`src/rtl/muldiv_arbiter.sv`:
```
// Round-robin arbiter and sequencer that shares one multiply/divide unit between two requesters.
// Grant to done is START_CYCLES + wait + 2 cycles; requesters are held off by keeping done low.
module muldiv_arbiter #(
  parameter int START_CYCLES = 2,
  parameter int TIMEOUT      = 4095
) (
  input  logic        clock,
  input  logic        reset,
  input  logic        req0,
  input  logic        req1,
  input  logic        md0,
  input  logic        md1,
  input  logic [31:0] a0,
  input  logic [31:0] a1,
  input  logic [63:0] b0,
  input  logic [63:0] b1,
  output logic        done0,
  output logic        done1,
  output logic [63:0] rsp_result,
  output logic        rsp_err,
  output logic        busy,
  output logic        unit_start,
  output logic        unit_muordi,
  output logic [31:0] unit_opera1,
  output logic [63:0] unit_opera2,
  input  logic [63:0] unit_result,
  input  logic        unit_valid
);

  localparam int TW = $clog2(TIMEOUT + 1);
  localparam int SW = (START_CYCLES > 1) ? $clog2(START_CYCLES) : 1;
  localparam logic [SW-1:0] SLAST = SW'(START_CYCLES - 1);
  localparam logic [TW-1:0] TMAX  = TW'(TIMEOUT);

  typedef enum logic [1:0] {IDLE, START, WAIT, DONE} state_t;

  state_t        state, state_nx;
  logic          last;
  logic          gnt;
  logic          vld_q;
  logic [SW-1:0] scnt;
  logic [TW-1:0] tcnt;
  logic          take;
  logic          win;
  logic          vld_edge;

  // Only a fresh rising edge counts; vld_q is cleared at grant so a stale level is absorbed during START.
  assign vld_edge = unit_valid & ~vld_q;

  always_comb begin
    state_nx = state;
    take     = 1'b0;
    win      = 1'b0;
    case (state)
      IDLE: begin
        if (req0 && req1) begin
          take = 1'b1;
          win  = ~last;
        end else if (req0) begin
          take = 1'b1;
          win  = 1'b0;
        end else if (req1) begin
          take = 1'b1;
          win  = 1'b1;
        end
        if (take) state_nx = START;
      end
      START:   if (scnt == SLAST) state_nx = WAIT;
      WAIT:    if (vld_edge || (tcnt == TMAX)) state_nx = DONE;
      DONE:    state_nx = IDLE;
      default: state_nx = IDLE;
    endcase
  end

  always_ff @(posedge clock or negedge reset) begin
    if (!reset) begin
      state       <= IDLE;
      last        <= 1'b1;
      gnt         <= 1'b0;
      vld_q       <= 1'b0;
      scnt        <= '0;
      tcnt        <= '0;
      unit_muordi <= 1'b0;
      unit_opera1 <= '0;
      unit_opera2 <= '0;
      rsp_result  <= '0;
      rsp_err     <= 1'b0;
    end else begin
      state <= state_nx;
      vld_q <= take ? 1'b0 : unit_valid;
      scnt  <= (state == START && state_nx == START) ? scnt + SW'(1) : '0;
      tcnt  <= (state == WAIT && state_nx == WAIT) ? tcnt + TW'(1) : '0;
      if (take) begin
        gnt         <= win;
        last        <= win;
        unit_muordi <= win ? md1 : md0;
        unit_opera1 <= win ? a1 : a0;
        unit_opera2 <= win ? b1 : b0;
      end
      // A valid edge in the same cycle as the timeout still delivers the result.
      if (state == WAIT && state_nx == DONE) begin
        if (vld_edge) begin
          rsp_result <= unit_result;
          rsp_err    <= 1'b0;
        end else begin
          rsp_result <= '0;
          rsp_err    <= 1'b1;
        end
      end
    end
  end

  assign busy       = (state != IDLE);
  assign unit_start = (state == START);
  assign done0      = (state == DONE) && !gnt;
  assign done1      = (state == DONE) && gnt;

endmodule

```
`config.mk`:
```
export PLATFORM = sky130hd
export DESIGN_NAME = muldiv_arbiter
export DESIGN_NICKNAME = d
export VERILOG_FILES = /design/src/rtl/muldiv_arbiter.sv
export SDC_FILE = /design/constraint.sdc
export NUM_CORES = 1
export LEC_CHECK = 0
export CORE_AREA = 2 2 167 169
export DETAILED_ROUTE_END_ITERATION = 10
export DIE_AREA = 0 0 169 171
export PLACE_DENSITY = 0.71
export SYNTH_ARGS = -nofsm -noshare
export SYNTH_HDL_FRONTEND = slang
export SYNTH_SLANG_ARGS = --single-unit
```
`constraint.sdc`:
```
create_clock -name clock -period 2.9 [get_ports clock]
set_input_delay 0.29 -clock clock [delete_from_list [all_inputs] [get_ports clock]]
set_output_delay 0.29 -clock clock [all_outputs]
set_load 0.005 [all_outputs]
```
==> impl_metrics.yaml <==
synthesis:
  ys_seq_area_share_pct: 51.4
  synth_cell_types: 40
  syn_nets: 1048
  syn_avg_cell_area_um2: 11.2
  netlist_top_cells_count: "dfrtp_1 (179), nand3_1 (102), o21ai_0 (101), inv_1 (100), o311ai_2 (86)"
  synth.top_cell.area_share_pct: 51.1
  yosys.area.top_type: "dfrtp_1"
  yosys_warnings: 0
  yosys-top-cells-area: "dfrtp_1 (51%), o311ai_2 (16%), a22o_1 (6.4%)"
  synth_edf_count: 0
  async_flop_share_pct: 100
  syn_area_mm2: 0.00876
  yosysMostFrequentCell: "dfrtp_1"
  syn_inst: 784
  ys.flop_type: "dfrtp_1"
  ys_ff_latch: 180
layout:
  syn_to_final_growth_pct: 59.7
  drive_gt1_share_pct: 12.5
  fillers: 2434
  fin_nets: 1435
  stdcell_count: 1531
drt:
  drc_errors: 0
  viasPerCell: 5.19
  wl_met1_um: 11700
  dr.pass1.iters: 5
  wirelength_um: 30300
  antenna_left: 0
  vias: 7949
  dr.max_layer_used: "met4"
  wl_per_cell_um: 19.8
  route.met2.wl_um: 14900
  dr_wl_met3_um: 2620
  drtIter0Drc: 407
global_route:
  grt.overflow.total: 0
  first_global_vias: 8019
  grt_usage_pct: 20.2
  antenna_found_initial: 1
  grt_max_degree: 98
  grt_pass1_wl_um: 45500
timing:
  slew_headroom_pct: 41.1
  tightest_slew_ps: 884
  max_freq_mhz: 470
  fin_skew_ps: 17.9
  finalCritPeriodShare_pct: 73.4
  maxSlewViolCount: 0
  rsz0062_at_grt: "false"
  period_needed_ps: 2130
  setup_tns_ps: 0
  finalHoldViolCount: 0
  hold_ws_ps: 291
  setup_viol: 0
outcome:
  outcome: "finished, final reports clean"
clocking:
  htree_levels: 4
  post_cts_resize_count: 0
  clkLatencyLatePin_ps: 430
  clkTransAtPathRegs_ps: 80
  clock-root-buffer: "clkbuf_16"
  cts_tree: "built"
  clock-sinks: 180
  cts_buffers: 17
  clock_path_buffers: 2
  post_cts_buffers: 0
worst_setup_path:
  cp_data_required_time_ps: 3210
  crit-reg2reg-launch: "state[0]"
  cp-end-kind: "flip-flop"
  r2r-end: "unit_opera2[1]"
  ff2ff_path_depth: 4
  worstSetupStartpointType: "flip-flop"
  path_class: "flip-flop to flip-flop"
  r2r_setup_slack_ps: 770
  cp_max_fo: 30
  cp.arrival_ps: 2440
floorplan:
  io_pins: 429
  die_h_um: 171
  core_area_mm2: 0.0273
  start_util_pct: 32.1
  die_w_um: 169
  rows: 61
  die_area_mm2: 0.0289
min_path:
  hp-class: "primary input to flip-flop"
  hold_end: "unit_opera2[7]"
  hold_path_depth: 3
  hold_start: "req1"
placement:
  port_buffers: 428
  dp_cells: 1497
  routabilityCongestion: 0.780
  hpwlAfterDp_um: 21400
power_and_ir_drop:
  ir_worst_vdd_mv: 0.472
  leakage_nw: 5.75
  power_density_mw_per_mm2: 964
flow_run:
  maxCapViolCount: 0
## how the worst max path moves through the flow
stage,from,to,slack [ps]
3_3_place_gp,req0,unit_opera2[63],780
4_1_cts,state[0],unit_opera2[1],750
5_1_grt,state[0],unit_opera1[7],690
3_5_place_dp,req0,unit_opera2[1],650
2_1_floorplan,tcnt[0],state[0],1140
6_report,state[0],unit_opera2[1],770
## registers in the layout (all words and copies together), names as in the netlist
name and flops:
unit_opera2 64, scnt 1, last 1, state 2, vld_q 1, tcnt 12
rsp_result 64, unit_muordi 1, gnt 1, rsp_err 1, unit_opera1 32
## critical path, stage by stage, from the launching register on
cell and delay (ps):
dfrtp_1 480, or2_4 370, or2_4 460, buf_4 290, o311ai_0 380
## power by group
group	switching, W	leakage [nW]	total (W)	internal [W]
Combinational	0.00285	3.24	0.00669	0.00384
Sequential	0.000664	2.22	0.00438	0.00371
Clock	0.00118	0.301	0.00242	0.00125
## per-layer routing
layer	global-route usage, %	vias to the layer above
met1	23.6	3870
met2	34.2	371
li1	-	3662
met5	0	-
met4	8.44	0
met3	6.66	46
## metrics by stage
step                      area (um^2)  setup slack (ps)  utilization (%)  total power [W]
after floorplan                  8760              1140                -          0.00747
after global placement          13400               784             48.9           0.0110
after detailed placement        13400               651             48.9           0.0112
after CTS                       14000               749             51.2           0.0136
after global routing            14000               688             51.2           0.0143
final                           14000               770             51.2           0.0135
## cell usage in the layout (no fill, tap or decap), types with 4 or more instances in the layout
cell type and n:
inv_1 100, a22o_1 64, inv_8 4, dfrtp_1 179
buf_4 13, o21ai_0 101, clkinv_8 4, clkdlybuf4s50_1 426
buf_12 8, o311ai_0 8, a21oi_1 6, nand3_1 102
o311ai_2 86, clkbuf_16 17, nand4_1 4
## what timing repair did
action	CTS	global route
endpoints found under the hold margin	62	0
hold buffers	1	0
endpoints found under the setup margin	0	0
## cell type report
cell class	count	area (um^2)	area share, %
multi-input combinational	423	3520	25.1
clock inverter	15	189	1.35
inverter	100	375	2.68
sequential	180	4510	32.2
timing repair buffer	449	4550	32.5
antenna	1	2.50	0.0179
tap	346	433	3.09
clock buffer	17	425	3.04
## kinds of logic after synthesis
| group | after synthesis | synth area share (%) |
|---|---|---|
| adder cells (fa/ha/maj) | 1 | 0.143 |
| flip-flops | 180 | 51.4 |
| AO/OA/AOI/OAI | 281 | 30.8 |
| XOR/XNOR | 3 | 0.300 |
| AND/OR/NAND/NOR | 138 | 8.41 |
| buffers and inverters | 181 | 8.92 |
No activity file was read; power rests on OpenSTA's default activity.
